--- config.mk ---
export PLATFORM = sky130hd
export DESIGN_NAME = wide_add_seq
export DESIGN_NICKNAME = d
export VERILOG_FILES = /design/src/rtl/wide_add_pkg.sv /design/src/rtl/wide_add_seq_cla.sv /design/src/rtl/wide_add_seq.sv
export SDC_FILE = /design/constraint.sdc
export NUM_CORES = 1
export LEC_CHECK = 0
export ABC_AREA = 1
export CORE_MARGIN = 2
export CORE_UTILIZATION = 45
export CTS_CLUSTER_SIZE = 40
export DETAILED_ROUTE_END_ITERATION = 8
export GPL_TIMING_DRIVEN = 0
export MAX_ROUTING_LAYER = met4
export PLACE_DENSITY = 0.78
export SYNTH_ARGS = -nofsm -noshare
export SYNTH_HDL_FRONTEND = slang
export SYNTH_HIERARCHICAL = 1
export SYNTH_SLANG_ARGS = --single-unit
export TNS_END_PERCENT = 50
--- constraint.sdc ---
create_clock -name clk -period 3.2 [get_ports clk]
set_input_delay 0.64 -clock clk [delete_from_list [all_inputs] [get_ports clk]]
set_output_delay 0.64 -clock clk [all_outputs]
set_load 0.05 [all_outputs]
--- src/rtl/wide_add_pkg.sv ---
// Shared definitions for the multi-word add sequencer.
package wide_add_pkg;

    localparam int WORD_W        = 32;
    localparam int MAX_WORDS_DEF = 8;

    typedef enum logic {
        WA_IDLE = 1'b0,
        WA_RUN  = 1'b1
    } wa_state_e;

endpackage

--- src/rtl/wide_add_seq_cla.sv ---
// CLA: 32-bit purely combinational carry-lookahead adder.
// Eight 4-bit groups; group generate/propagate form the inter-group carries,
// bit carries inside a group are expanded from the group carry-in.
module CLA (
    input  logic [31:0] a,
    input  logic [31:0] b,
    input  logic        cin,
    output logic [31:0] sum,
    output logic        cout
);

    logic [8:0] gc;
    logic [7:0] gg;
    logic [7:0] gp;

    assign gc[0] = cin;

    for (genvar k = 0; k < 8; k++) begin : g_grp
        logic [3:0] gi;
        logic [3:0] pi;
        logic [3:0] c;

        assign gi = a[4*k +: 4] & b[4*k +: 4];
        assign pi = a[4*k +: 4] ^ b[4*k +: 4];

        assign c[0] = gc[k];
        assign c[1] = gi[0] | (pi[0] & c[0]);
        assign c[2] = gi[1] | (pi[1] & gi[0]) | (pi[1] & pi[0] & c[0]);
        assign c[3] = gi[2] | (pi[2] & gi[1]) | (pi[2] & pi[1] & gi[0])
                    | (pi[2] & pi[1] & pi[0] & c[0]);

        assign sum[4*k +: 4] = pi ^ c;

        assign gg[k] = gi[3] | (pi[3] & gi[2]) | (pi[3] & pi[2] & gi[1])
                     | (pi[3] & pi[2] & pi[1] & gi[0]);
        assign gp[k] = &pi;
        assign gc[k+1] = gg[k] | (gp[k] & gc[k]);
    end

    assign cout = gc[8];

endmodule

--- src/rtl/wide_add_seq.sv ---
// wide_add_seq: streams wide-integer operand words (LS word first) through a
// 32-bit CLA, chaining the carry between words, with a one-stage registered
// valid/ready output.
// Optional feature macro: WIDE_ADD_SUB_EN enables A-B via B inversion and
// cin=1 on the first word; without it s_sub is ignored.
module wide_add_seq
    import wide_add_pkg::*;
#(
    parameter int MAX_WORDS = MAX_WORDS_DEF,
    parameter int IDX_W     = $clog2(MAX_WORDS)
) (
    input  logic              clk,
    input  logic              rst_n,
    input  logic              s_valid,
    output logic              s_ready,
    input  logic [31:0]       s_a,
    input  logic [31:0]       s_b,
    input  logic              s_first,
    input  logic              s_last,
    input  logic              s_sub,
    output logic              m_valid,
    input  logic              m_ready,
    output logic [31:0]       m_sum,
    output logic [IDX_W-1:0]  m_idx,
    output logic              m_last,
    output logic              m_carry,
    output logic              m_ovf,
    output logic              m_err
);

    wa_state_e         state, state_nxt;
    logic              carry_q;
    logic [IDX_W-1:0]  idx_q;

    logic              accept;
    logic              is_first;
    logic              sub_eff;
    logic [WORD_W-1:0] b_eff;
    logic              cin;
    logic [WORD_W-1:0] sum;
    logic              cout;
    logic [IDX_W-1:0]  idx_nxt;
    logic              at_max;
    logic              last_eff;
    logic              err;
    logic              ovf;

    assign s_ready  = !m_valid || m_ready;
    assign accept   = s_valid && s_ready;

    // Any word arriving in IDLE starts an operation, flagged or not.
    assign is_first = s_first || (state == WA_IDLE);

`ifdef WIDE_ADD_SUB_EN
    logic sub_q;

    assign sub_eff = is_first ? s_sub : sub_q;
    assign b_eff   = s_b ^ {WORD_W{sub_eff}};

    // Operation type is fixed by its first word.
    always_ff @(posedge clk or negedge rst_n) begin
        if (!rst_n)
            sub_q <= 1'b0;
        else if (accept && is_first)
            sub_q <= s_sub;
    end
`else
    logic unused_sub;

    assign unused_sub = s_sub;
    assign sub_eff    = 1'b0;
    assign b_eff      = s_b;
`endif

    assign cin = is_first ? sub_eff : carry_q;

    CLA u_cla (
        .a    (s_a),
        .b    (b_eff),
        .cin  (cin),
        .sum  (sum),
        .cout (cout)
    );

    assign idx_nxt  = is_first ? '0 : idx_q + IDX_W'(1);
    assign at_max   = (idx_nxt == IDX_W'(MAX_WORDS - 1));
    // Running out of index space terminates the operation.
    assign last_eff = s_last || at_max;
    assign err      = (s_first && (state == WA_RUN))
                   || (!s_first && (state == WA_IDLE))
                   || (at_max && !s_last);
    assign ovf      = last_eff && (s_a[31] == b_eff[31]) && (sum[31] != s_a[31]);

    // Next-state: every accepted word decides IDLE/RUN by whether it ends the op.
    always_comb begin
        state_nxt = state;
        if (accept)
            state_nxt = last_eff ? WA_IDLE : WA_RUN;
    end

    // State register.
    always_ff @(posedge clk or negedge rst_n) begin
        if (!rst_n)
            state <= WA_IDLE;
        else
            state <= state_nxt;
    end

    // Inter-word carry and word index.
    always_ff @(posedge clk or negedge rst_n) begin
        if (!rst_n) begin
            carry_q <= 1'b0;
            idx_q   <= '0;
        end else if (accept) begin
            carry_q <= cout;
            idx_q   <= idx_nxt;
        end
    end

    // Output stage: reloads on accept (even while draining), clears valid on a
    // drain with nothing new; data holds otherwise.
    always_ff @(posedge clk or negedge rst_n) begin
        if (!rst_n) begin
            m_valid <= 1'b0;
            m_sum   <= '0;
            m_idx   <= '0;
            m_last  <= 1'b0;
            m_carry <= 1'b0;
            m_ovf   <= 1'b0;
            m_err   <= 1'b0;
        end else if (accept) begin
            m_valid <= 1'b1;
            m_sum   <= sum;
            m_idx   <= idx_nxt;
            m_last  <= last_eff;
            m_carry <= cout;
            m_ovf   <= ovf;
            m_err   <= err;
        end else if (m_ready) begin
            m_valid <= 1'b0;
        end
    end

endmodule
==> implementation parameters <==
Parameter                              Value

Global route
  Initial antenna violation count ... 0
  Global-route wire length before repair ... roughly 11,000 um
  Total global routing overflow ... 0
  Pin count of the biggest net entering global routing ... 30
  Tot GR Track Use ... 19.6%
  Via count of the first global-routing pass ... 2,718

Clock tree
  H-tree depth ... 2
  Num Clock Sinks ... just over 40
  Buffer count from post-CTS setup fixing ... 0
  Clock tree from TritonCTS ... done
  Clock latency on the worst-skew pair ... 0.29 ns
  Clock-pin slew reported for the worst setup and hold paths after clock tree synthesis ... 0.08 ns
  CTS max path bufs ... 2
  TritonCTS buffer count ... 5
  Clock tree root driver cell ... sky130_fd_sc_hd__clkbuf_8

Power
  Peak supply drop ... 332 uV
  Power density relative to cell area ... 496 nW/um2
  NetSw ... 935 uW
  Fraction of power consumed by the clock network ... about 17%
  Static leakage ... 0.00220 uW
  Logic gate share of total power ... about 52%
  Register share of total power ... 31.5%
  Switching portion of total power ... between 40% and 50%
  Cell-internal power ... 1240 uW
  Overall power consumption ... 2180 uW

Timing
  Setup repair after global routing missed its margin ... no
  Slew at the pin closest to its max-slew limit ... ~0.53 ns
  Crit share post-route ... 94.3%
  Peak clock frequency supported by timing ... between 300 and 400 MHz
  Final hold violation count ... 0
  Maximum clock skew at final layout ... 0.0106 ns
  Setup-failing EPs final ... 0
  Worst relative slew slack ... between 60% and 70%
  Max-slew violation total from the final report ... 0
  Final critical path time including I/O delays and setup ... about 3.0 ns

Route
  First-pass iteration count of the detailed router ... 4
  Post-Route WL ... 7030 um
  Antenna-violating nets left ... 0
  Average wire length per cell after detail routing ... 12.4 um
  Iter 0 DRT Violations ... 110
  Via density per instance ... 4.86
  Drt drc ... 0
  Via total after detailed routing ... 2,768

Synthesis
  Cell area after synthesis ... 3050 um2
  Synth top area cells ... sky130_fd_sc_hd__dfrtp_1 (34%), sky130_fd_sc_hd__nand2_1 (18%), sky130_fd_sc_hd__ha_1 (14%), sky130_fd_sc_hd__fa_1 (5.3%), sky130_fd_sc_hd__xor2_1 (4.3%)
  Register bit count reported by yosys ... between 40 and 50
  Synthesized Nets ... about 490
  Yosys warnings ... 6
  Cell type with the largest total area after synthesis ... sky130_fd_sc_hd__dfrtp_1
  Number of cells produced by synthesis ... 373
  Post-Syn Area per Cell ... ~8 um2
  Top cell type's share of synthesized area ... between 30 and 40%
  Sequential area share after synthesis ... 33.7%
  Cell variety after synth ... 28

Critical path
  Reg-to-Reg End ... m_sum[29]
  Crit Path Max Fanout ... 4
  Arrival time at the worst endpoint ... ~3.2 ns
  Source of the worst register-to-register timing path ... state
  Type of the setup path with the least slack ... input pin to register
  Termination of the worst setup path ... m_sum[29]
  R2R Setup Slk ... 0.64 ns
  Critical path startpoint ... s_a[3]
  Worst Reg-to-Reg Cells ... 23
  Critical path launch point type ... input pin
  Critical path data required time ... 3.39 ns
  Element type at the critical path end ... register

Final layout
  Final core occ ... between 60% and 70%
  Fraction of layout cells with a size suffix above 1 ... 9.55%
  Area growth from synthesis to layout ... 44.3%
  Area used by multi-input combinational logic ... roughly 1900 um2
  Filler cells ... 550
  Register Area ... 1030 um2
  Net total in the final layout ... about 600
  Diode insertion count for antenna repair ... 0

Floorplan
  Area enclosed by the die boundary ... 7440 um2
  Row Count ... 29
  Horiz. Die Dim ... 86.3 um
  Core Region ... 6460 um2
  Starting Density ... 47.2%
  Number of top-level design ports ... 112
  Die boundary height ... 86.3 um

Min path
  Type of the worst min-delay path ... input pin to asynchronous set/reset pin

Status
  Outcome ... finished clean

Placed design
  DP Wirelength ... about 5700 um
  Total of buffers placed on input and output ports ... 110
  Routability Congestion ... 0.890

Job
  Maximum capacitance violations ... 0
[layout by cell type (no fill, tap or decap)]
cell type and n:
sky130_fd_sc_hd__a21oi_1 17, sky130_fd_sc_hd__a21oi_2 2, sky130_fd_sc_hd__buf_12 1, sky130_fd_sc_hd__nand3_2 1
sky130_fd_sc_hd__o21ai_1 3, sky130_fd_sc_hd__buf_4 4, sky130_fd_sc_hd__nor2_4 1, sky130_fd_sc_hd__dfrtp_1 41
sky130_fd_sc_hd__and2_1 1, sky130_fd_sc_hd__clkinv_2 1, sky130_fd_sc_hd__nand2_1 150, sky130_fd_sc_hd__ha_1 33
sky130_fd_sc_hd__nand2_2 6, sky130_fd_sc_hd__nand2_8 1, sky130_fd_sc_hd__xor2_1 15, sky130_fd_sc_hd__buf_6 3
sky130_fd_sc_hd__fa_1 7, sky130_fd_sc_hd__clkinv_1 2, sky130_fd_sc_hd__nand2_4 12, sky130_fd_sc_hd__nor2_1 20
sky130_fd_sc_hd__clkdlybuf4s50_1 109, sky130_fd_sc_hd__inv_2 1, sky130_fd_sc_hd__o21ai_0 2, sky130_fd_sc_hd__xnor2_1 6
sky130_fd_sc_hd__nand3_1 15, sky130_fd_sc_hd__inv_6 1, sky130_fd_sc_hd__inv_1 21, sky130_fd_sc_hd__fa_2 1
sky130_fd_sc_hd__a211oi_2 1, sky130_fd_sc_hd__ha_4 1, sky130_fd_sc_hd__nand4_1 1, sky130_fd_sc_hd__o21bai_1 1
sky130_fd_sc_hd__nor2_2 2, sky130_fd_sc_hd__a211oi_1 1, sky130_fd_sc_hd__buf_2 1, sky130_fd_sc_hd__clkbuf_8 7
[state kept, by name, summed over array words and instances, names as in the netlist]
name	count
m_sum	32
idx_q	3
m_carry	1
state	1
m_valid	1
m_ovf	1
m_err	1
m_last	1
[final cells by class]
type / instances / area share (%)
buffer: 7 / 1.45
tap: 77 / 2.19
multi-input combinational: 300 / 43.1
inverter: 25 / 2.25
clock buffer: 7 / 2.19
sequential: 41 / 23.3
timing repair buffer: 111 / 25.4
clock inverter: 1 / 0.114
[synth_stat cells]
cell	number
sky130_fd_sc_hd__a211oi_1	1
sky130_fd_sc_hd__a211oi_2	1
sky130_fd_sc_hd__a21oi_1	17
sky130_fd_sc_hd__a21oi_2	2
sky130_fd_sc_hd__and2_1	1
sky130_fd_sc_hd__buf_4	4
sky130_fd_sc_hd__buf_6	3
sky130_fd_sc_hd__clkinv_1	2
sky130_fd_sc_hd__dfrtp_1	41
sky130_fd_sc_hd__fa_1	8
sky130_fd_sc_hd__ha_1	34
sky130_fd_sc_hd__inv_1	22
sky130_fd_sc_hd__inv_6	1
sky130_fd_sc_hd__nand2_1	150
sky130_fd_sc_hd__nand2_2	10
sky130_fd_sc_hd__nand2_4	8
sky130_fd_sc_hd__nand2_8	1
sky130_fd_sc_hd__nand3_1	15
sky130_fd_sc_hd__nand3_2	1
sky130_fd_sc_hd__nand4_1	1
sky130_fd_sc_hd__nor2_1	20
sky130_fd_sc_hd__nor2_2	2
sky130_fd_sc_hd__nor2_4	1
sky130_fd_sc_hd__o21ai_0	2
sky130_fd_sc_hd__o21ai_1	3
sky130_fd_sc_hd__o21bai_1	1
sky130_fd_sc_hd__xnor2_1	6
sky130_fd_sc_hd__xor2_1	15
[stage by stage]
step           setup slack (ns)  std cells  TNS, ns  cell area [um2]  hold slack [ns]
3_5_place_dp             -0.259        561   -0.672             4260            0.469
5_1_grt                0.000665        569        0             4390            0.256
4_1_cts                  0.0393        569        0             4360            0.239
6_report                  0.182        569        0             4390            0.242
3_3_place_gp             -0.183        560   -0.317             4240            0.463
2_1_floorplan             0.473        373        0             3050            0.344
[power groups by stage]
stage,logic (uW),clock network [uW],registers (uW)
3_5_place_dp,1120,0,694
3_3_place_gp,1100,0,694
4_1_cts,1130,381,688
2_1_floorplan,351,0,1060
6_report,1120,368,687
5_1_grt,1210,403,701
[metal layers]
layer	global-route usage, %	up-vias	wire length (um)
li1	-	1419	-
met1	22.1	1258	2980
met2	35.2	83	3520
met3	4.38	8	453
met4	4.97	0	89
met5	-	-	0
[worst min path at each step]
stage	from	to	slack, ns	cells after the start
after floorplan	rst_n	idx_q[0]	0.34	0
after global placement	m_sum[13]	m_sum[13]	0.46	2
after detailed placement	m_sum[30]	m_sum[30]	0.47	2
after CTS	rst_n	m_sum[4]	0.24	1
after global routing	rst_n	idx_q[0]	0.26	1
final	rst_n	m_sum[4]	0.24	1
[timing repair]
item | CTS | global route
gates resized for setup | 0 | 8
endpoints found under the setup margin | 0 | 3
hold buffers | 0 | 0
[worst max-delay path, cell delays in order]
cell and delay, ns:
sky130_fd_sc_hd__clkdlybuf4s50_1 0.41, sky130_fd_sc_hd__ha_1 0.34, sky130_fd_sc_hd__a21oi_1 0.24, sky130_fd_sc_hd__nand2_4 0.09, sky130_fd_sc_hd__nand2_2 0.09, sky130_fd_sc_hd__nand2_4 0.07, sky130_fd_sc_hd__nand2_2 0.09, sky130_fd_sc_hd__nand2_4 0.07
sky130_fd_sc_hd__nand2_4 0.08, sky130_fd_sc_hd__nand2_4 0.06, sky130_fd_sc_hd__nand2_4 0.08, sky130_fd_sc_hd__nand2_4 0.06, sky130_fd_sc_hd__nand2_4 0.07, sky130_fd_sc_hd__nand2_4 0.07, sky130_fd_sc_hd__nand2_4 0.08, sky130_fd_sc_hd__nand2_4 0.06
sky130_fd_sc_hd__fa_2 0.33, sky130_fd_sc_hd__xor2_1 0.16, sky130_fd_sc_hd__nand2_1 0.06, sky130_fd_sc_hd__nand2_1 0.04
[cells by family after synthesis]
kind of cell	synth area share [%]
adders and majority gates	19.2
AOI/OAI and AO/OA	5.09
buffers and inverters	5.34
xor gates and xnor gates	6.04
and+or+nand+nor	30.6
DFF	33.7
No activity file was read; power rests on OpenSTA's default activity.
